**config.mk**
```make
export PLATFORM = sky130hd
export DESIGN_NAME = sub4_serial
export DESIGN_NICKNAME = d
export VERILOG_FILES = /design/src/rtl/sub4_serial.sv
export SDC_FILE = /design/constraint.sdc
export NUM_CORES = 1
export LEC_CHECK = 0
export ABC_AREA = 1
export ABC_CLOCK_PERIOD_IN_PS = 1400
export CORE_MARGIN = 4
export CORE_UTILIZATION = 55
export DETAILED_ROUTE_END_ITERATION = 7
export DONT_BUFFER_PORTS = 1
export GPL_TIMING_DRIVEN = 0
export PLACE_DENSITY = 0.81
export RECOVER_POWER = 100
export SLEW_MARGIN = 20
export SYNTH_ARGS = -nofsm -noshare
export SYNTH_HDL_FRONTEND = slang
export SYNTH_SLANG_ARGS = --single-unit
export TNS_END_PERCENT = 1
```
**constraint.sdc**
```tcl
create_clock -name clk -period 1.4 [get_ports clk]
set_input_delay 0.28 -clock clk [delete_from_list [all_inputs] [get_ports clk]]
set_output_delay 0.28 -clock clk [all_outputs]
set_load 0.01 [all_outputs]
```
**src/rtl/sub4_serial.sv**
```systemverilog
`default_nettype none
// ============================================================================
//  Module   : sub4_serial
//  Function : Bit-serial W-bit subtractor, diff = a - b - bin (mod 2^W),
//             LSB first through one full-subtractor cell, with unsigned
//             borrow-out and start/busy/done handshake.
//  Options  : define SUB4_SERIAL_OVF_EN to add the signed-overflow port
//             ovf_o together with its latched operand MSBs.
//  Revision : 1.0  initial release
// ============================================================================
module sub4_serial #(
    parameter int W = 4
) (
    input  logic         clk,
    input  logic         rst_n,
    input  logic         start_i,
    input  logic [W-1:0] a_i,
    input  logic [W-1:0] b_i,
    input  logic         bin_i,
    output logic         busy_o,
    output logic         done_o,
    output logic [W-1:0] diff_o,
    output logic         bout_o
`ifdef SUB4_SERIAL_OVF_EN
    ,
    output logic         ovf_o
`endif
);

    localparam int CW = $clog2(W);

    typedef enum logic [1:0] {
        S_IDLE  = 2'd0,
        S_SHIFT = 2'd1,
        S_DONE  = 2'd2
    } state_t;

    state_t          state_q;
    logic [W-1:0]    a_q;
    logic [W-1:0]    b_q;
    logic [W-2:0]    p_q;       // partial result; the newest bit lands in the MSB
    logic            br_q;
    logic [CW-1:0]   count_q;
    logic [W-1:0]    diff_q;
    logic            bout_q;
`ifdef SUB4_SERIAL_OVF_EN
    logic            a_msb_q;
    logic            b_msb_q;
    logic            ovf_q;
`endif

    // Full-subtractor cell on the current LSBs.
    logic            bit_d;
    logic            br_d;
    logic [W-2:0]    p_d;
    logic            last_d;

    assign bit_d  = a_q[0] ^ b_q[0] ^ br_q;
    assign br_d   = (~a_q[0] & b_q[0]) | (~(a_q[0] ^ b_q[0]) & br_q);
    assign last_d = (count_q == CW'(W - 1));

    // Partial register shifts right, new difference bit entering at the top;
    // the W=2 case has a one-bit partial register with nothing to shift.
    generate
        if (W == 2) begin : g_p_single
            assign p_d = bit_d;
        end else begin : g_p_shift
            assign p_d = {bit_d, p_q[W-2:1]};
        end
    endgenerate

    // Control FSM plus datapath registers; results are only written on the
    // edge that enters DONE so they hold through IDLE and the next SHIFT.
    always_ff @(posedge clk or negedge rst_n) begin
        if (!rst_n) begin
            state_q <= S_IDLE;
            a_q     <= '0;
            b_q     <= '0;
            p_q     <= '0;
            br_q    <= 1'b0;
            count_q <= '0;
            diff_q  <= '0;
            bout_q  <= 1'b0;
`ifdef SUB4_SERIAL_OVF_EN
            a_msb_q <= 1'b0;
            b_msb_q <= 1'b0;
            ovf_q   <= 1'b0;
`endif
        end else begin
            case (state_q)
                S_IDLE, S_DONE: begin
                    if (start_i) begin
                        a_q     <= a_i;
                        b_q     <= b_i;
                        br_q    <= bin_i;
                        count_q <= '0;
`ifdef SUB4_SERIAL_OVF_EN
                        a_msb_q <= a_i[W-1];
                        b_msb_q <= b_i[W-1];
`endif
                        state_q <= S_SHIFT;
                    end else begin
                        state_q <= S_IDLE;
                    end
                end
                S_SHIFT: begin
                    a_q     <= a_q >> 1;
                    b_q     <= b_q >> 1;
                    br_q    <= br_d;
                    p_q     <= p_d;
                    count_q <= count_q + CW'(1);
                    if (last_d) begin
                        diff_q  <= {bit_d, p_q};
                        bout_q  <= br_d;
`ifdef SUB4_SERIAL_OVF_EN
                        ovf_q   <= (a_msb_q ^ b_msb_q) & (bit_d ^ a_msb_q);
`endif
                        state_q <= S_DONE;
                    end
                end
                default: begin
                    state_q <= S_IDLE;
                end
            endcase
        end
    end

    assign busy_o = (state_q == S_SHIFT);
    assign done_o = (state_q == S_DONE);
    assign diff_o = diff_q;
    assign bout_o = bout_q;
`ifdef SUB4_SERIAL_OVF_EN
    assign ovf_o  = ovf_q;
`endif

endmodule
`default_nettype wire
```
# Word level (Yosys, flattened, before mapping)
# Index checks and enable logic that the tools add are counted.
# op_classes
add_sub_neg	1
n_eq_ne	5
n_mux	11
n_bitwise	7
reduce_logical	5
# op_table
cell	n
$pmux 4 s2	2
$mux 4	2
$pmux 2 s2	2
$eq 2x2->1 const B	2
$mux 2	2
$reduce_and 2->1	2
$add 2x1->2 const B	1
$and 1x1->1	2
$eq 2x1->1 const B	1
$logic_not 2->1	1
$mux 1	2
$ne 2x1->1 const B	1
$ne 2x2->1 const B	1
$not 1->1	2
$pmux 1 s2	1
$reduce_bool 2->1	1
$reduce_or 2->1	1
$xor 1x1->1	2
$or 1x1->1	1
# totals
reg_bits	21
output_inout_bits	7
elab_cells	37

# Depth between registers and ports, before layout
# depth
word_depth	5
mapped_depth	7

# Worst setup path before layout
# OpenSTA, ideal clock, no wires.
# synth_timing
path_kind	register to register
from	register a_q[0]
to	register diff_q[3] (netlist: diff_o[3])
setup_time_ns	0.083
arrival_ns	1.066
path_slack_ns	0.251
stages_incl_launch_ff	4
path_buffers	0
period_less_slack_ns	1.149
cell_sequence	dfrtp_1 > fa_1 > inv_1 > o21ai_0
# synth_via
elab_chain_len	2
# synth_lines
element	line_no	rtl
start: declaration	39	logic [W-1:0] a_q;
start signal: assignment	93	a_q <= a_i;
start signal: assignment	107	a_q <= a_q >> 1;
$xor 1x1->1 (2 in series)	58	assign bit_d = a_q[0] ^ b_q[0] ^ br_q;
net bit_d	53	logic bit_d;
end signal: assignment	113	diff_q <= {bit_d, p_q};
end: declaration	44	logic [W-1:0] diff_q;
# The timed path passes the listed nets, and every way through them passes these cells.
# A chain may end at the register's enable or synchronous reset.

# Worst setup path after layout
# layout_timing
from	register state_q[1]
to	output port done_o
# layout_via
elab_chain_len	1
# layout_lines
element	line_no	rtl
start: declaration	38	state_t state_q;
start signal: assignment	76	state_q <= S_IDLE;
start signal: assignment	101	state_q <= S_SHIFT;
start signal: assignment	103	state_q <= S_IDLE;
$eq 2x2->1	129	assign done_o = (state_q == S_DONE);
end: declaration	21	output logic done_o,
# No other way between the ends.

==> flow_summary.yaml <==
worst_setup_path:
  r2r_start: "state_q[0]"
  regToRegSetupSlack_ns: 0.13
  cp_cell_sequence: "inv_2, nor2_1"
  cp.required_ns: 1.12
  arrival_ns: 1.03
  slowest_delay_ns: 0.42
  worstRegToRegCells: 7
  crit_type: "reg -> out"
  end_kind: "output pin"
  critPathMaxFanout: 8
  r2r_end: "count_q[1]"
  critPathSlowestCell: "dfrtp_1"
  start_kind: "flip-flop"
placement:
  placed_area_um2: 1020
  place.gp.congestion: 0.760
  dp_hpwl_um: 1270
  portBuffers: 0
worst_hold_path:
  hold_path_end: "a_q[3]"
  whs_path_depth: 2
  hold_start: "a_i[3]"
  hp-class: "in -> reg"
synthesis:
  ys_ff_latch: 21
  synth_ff_type: "dfrtp_1"
  ys_warn_count: 0
  netlist_instances: 117
  synth-edff-count: 0
  ys_seq_area_frac: 0.532
  synth-async-reset-ratio: 1.00
  synthDistinctLibCells: 17
  syn_nets: 131
  netlist_area_um2: 987
  avgSynthCellArea_um2: 8.44
global_routing:
  grt_pass1_vias: 738
  grt_overflow_total: 0
  grt_pass1_wl_um: 3190
  grtUsageTotal: 0.168
  grt_max_degree: 22
  antenna_found_initial: 0
routing:
  avgRoutedWirePerCell_um: 11.5
  viasPerCell: 4.82
  drt-initial-drc-count: 7
  finalWirelength_um: 1700
  drtAntennaViolNets: 0
  first_pass_iters: 4
  drc: 0
  num_vias: 708
power_and_ir_drop:
  powerDensity_nw_per_um2: 2390
  power_frac_seq: 0.436
  p_switching_mw: 1.08
  p_clk_frac: 0.117
  ir_drop_uv: 1280
  netSwitchingFraction: 0.434
  power_mw: 2.49
  combPwrFrac: 0.447
  leakagePower_nw: 0.585
  p_int_mw: 1.41
cells_and_area:
  num-nets-final: 137
  drive_above_1_share: 0.0820
  antenna_cells: 0
  syn2layout_area_growth_pct: 5.32
  fin_util: 0.609
  fin_area_um2: 1040
outcome:
  status: "finished, final reports clean"
floorplan:
  die_h_um: 50.4
  start_util: 0.578
  coreArea_um2: 1710
  dieArea_um2: 2540
  io_pins: 19
  num_rows: 15
  die_w_um: 50.4
sta:
  slew_headroom: 0.383
  rsz0062_at_grt: "false"
  timing.final.hold_violations: 0
  period_needed_ns: 1.31
  skew_ns: 0.00145
  post-route-period-util: 0.937
  fin_setup_tns_ns: 0
  holdWs_ns: 0.0858
  max_freq_mhz: 762
  setup_viol: 0
  slew_viol_final: 0
  tightest_slew_ns: 0.922
cts:
  cts.clk_slew.worst_paths_ns: 0.11
  post-cts-setup-buffers: 0
  cts.sinks: 21
  htree_levels: 1
  insertion_delay_ns: 0.31
  clockRootBuffer: "clkbuf_4"
  cts_tree: "built"
  cts_buffers: 3
  ctsHoldBuffers: 1
  ctsLongestPathBuffers: 2
  post_cts_resized: 0
run:
  maxCapViolCount: 0
-- state kept, by name, indices dropped and copies added (netlist names) --
register and count:
diff_o 4, a_q 4, br_q 1, p_q 3, state_q 2, b_q 4, count_q 2, bout_o 1
-- synthesized netlist by cell type, types with 2 or more instances --
cell     number  area (µm²)
inv_2         2        7.51
inv_1        21        78.8
nand2_1      37         139
nor2_1        2        7.51
dfrtp_1      21         526
nand3_1      13        65.1
nand2_4       3        33.8
o21ai_0       9        45.0
-- area by class of cell --
cell class              count  area [µm²]
plain buffers               2        16.3
clock buffers               4        26.3
fillers                   165         668
inverters                  24        90.1
multi-input cells          70         340
flip-flops and latches     21         526
well taps                  25        31.3
repair buffers              1        10.0
-- cells in the final DEF, fill, tap and decap left out, drive strengths merged --
cell type    netlist  layout
nand2             41      41
inv               24      24
dfrtp             21      21
nand3             13      13
o21ai             10      10
clkbuf             0       5
nor2               3       3
buf                2       1
a21oi              1       1
fa                 1       1
ha                 1       1
dlygate4sd3        0       1
-- metal layers --
layer | vias to the layer above | wire length [µm] | track usage
met4 | 0 | 28 | 0.0807
met2 | 14 | 806 | 0.283
li1 | 367 | - | -
met3 | 3 | 71 | 0.0415
met1 | 324 | 788 | 0.201
met5 | - | 0 | 0
-- power groups by stage --
stage	Clock, mW	Combinational, mW	Sequential (mW)
after floorplan	0	0.958	1.07
after global placement	0	1.14	1.09
after detailed placement	0	1.17	1.10
after CTS	0.305	1.20	1.09
after global routing	0.335	1.32	1.13
final	0.292	1.11	1.09
-- worst max-delay path, delay by kind of cell, from the launching register on --
kind                   cells  cell delay [ns]
buffers and inverters      1             0.11
DFF                        1             0.42
and+or+nand+nor            1             0.20
-- metrics by stage --
step                worst slack (ns)  cells
finish                        0.0882    147
CTS                           0.0599    147
global placement               0.193    142
floorplan                      0.251    117
global route                 0.00496    147
detailed placement             0.169    142
-- how the worst max path moves through the flow --
stage	to	startpoint	slack [ns]
6_report	done_o	state_q[1]	0.09
5_1_grt	done_o	state_q[1]	0.005
4_1_cts	busy_o	state_q[0]	0.06
3_5_place_dp	p_q[2]	a_q[0]	0.17
3_3_place_gp	p_q[2]	a_q[0]	0.19
2_1_floorplan	diff_o[3]	a_q[0]	0.25
-- kinds of logic (layout without fill, tap and decap cells) --
kind of cell | after synthesis | in the layout | share of synthesized area
and+or+nand+nor | 57 | 57 | 0.266
buffers and inverters | 26 | 31 | 0.113
DFF | 21 | 21 | 0.532
AOI/OAI and AO/OA | 11 | 11 | 0.0558
adders and majority gates | 2 | 2 | 0.0330
Note: power is estimated with default switching activity, not from simulation.
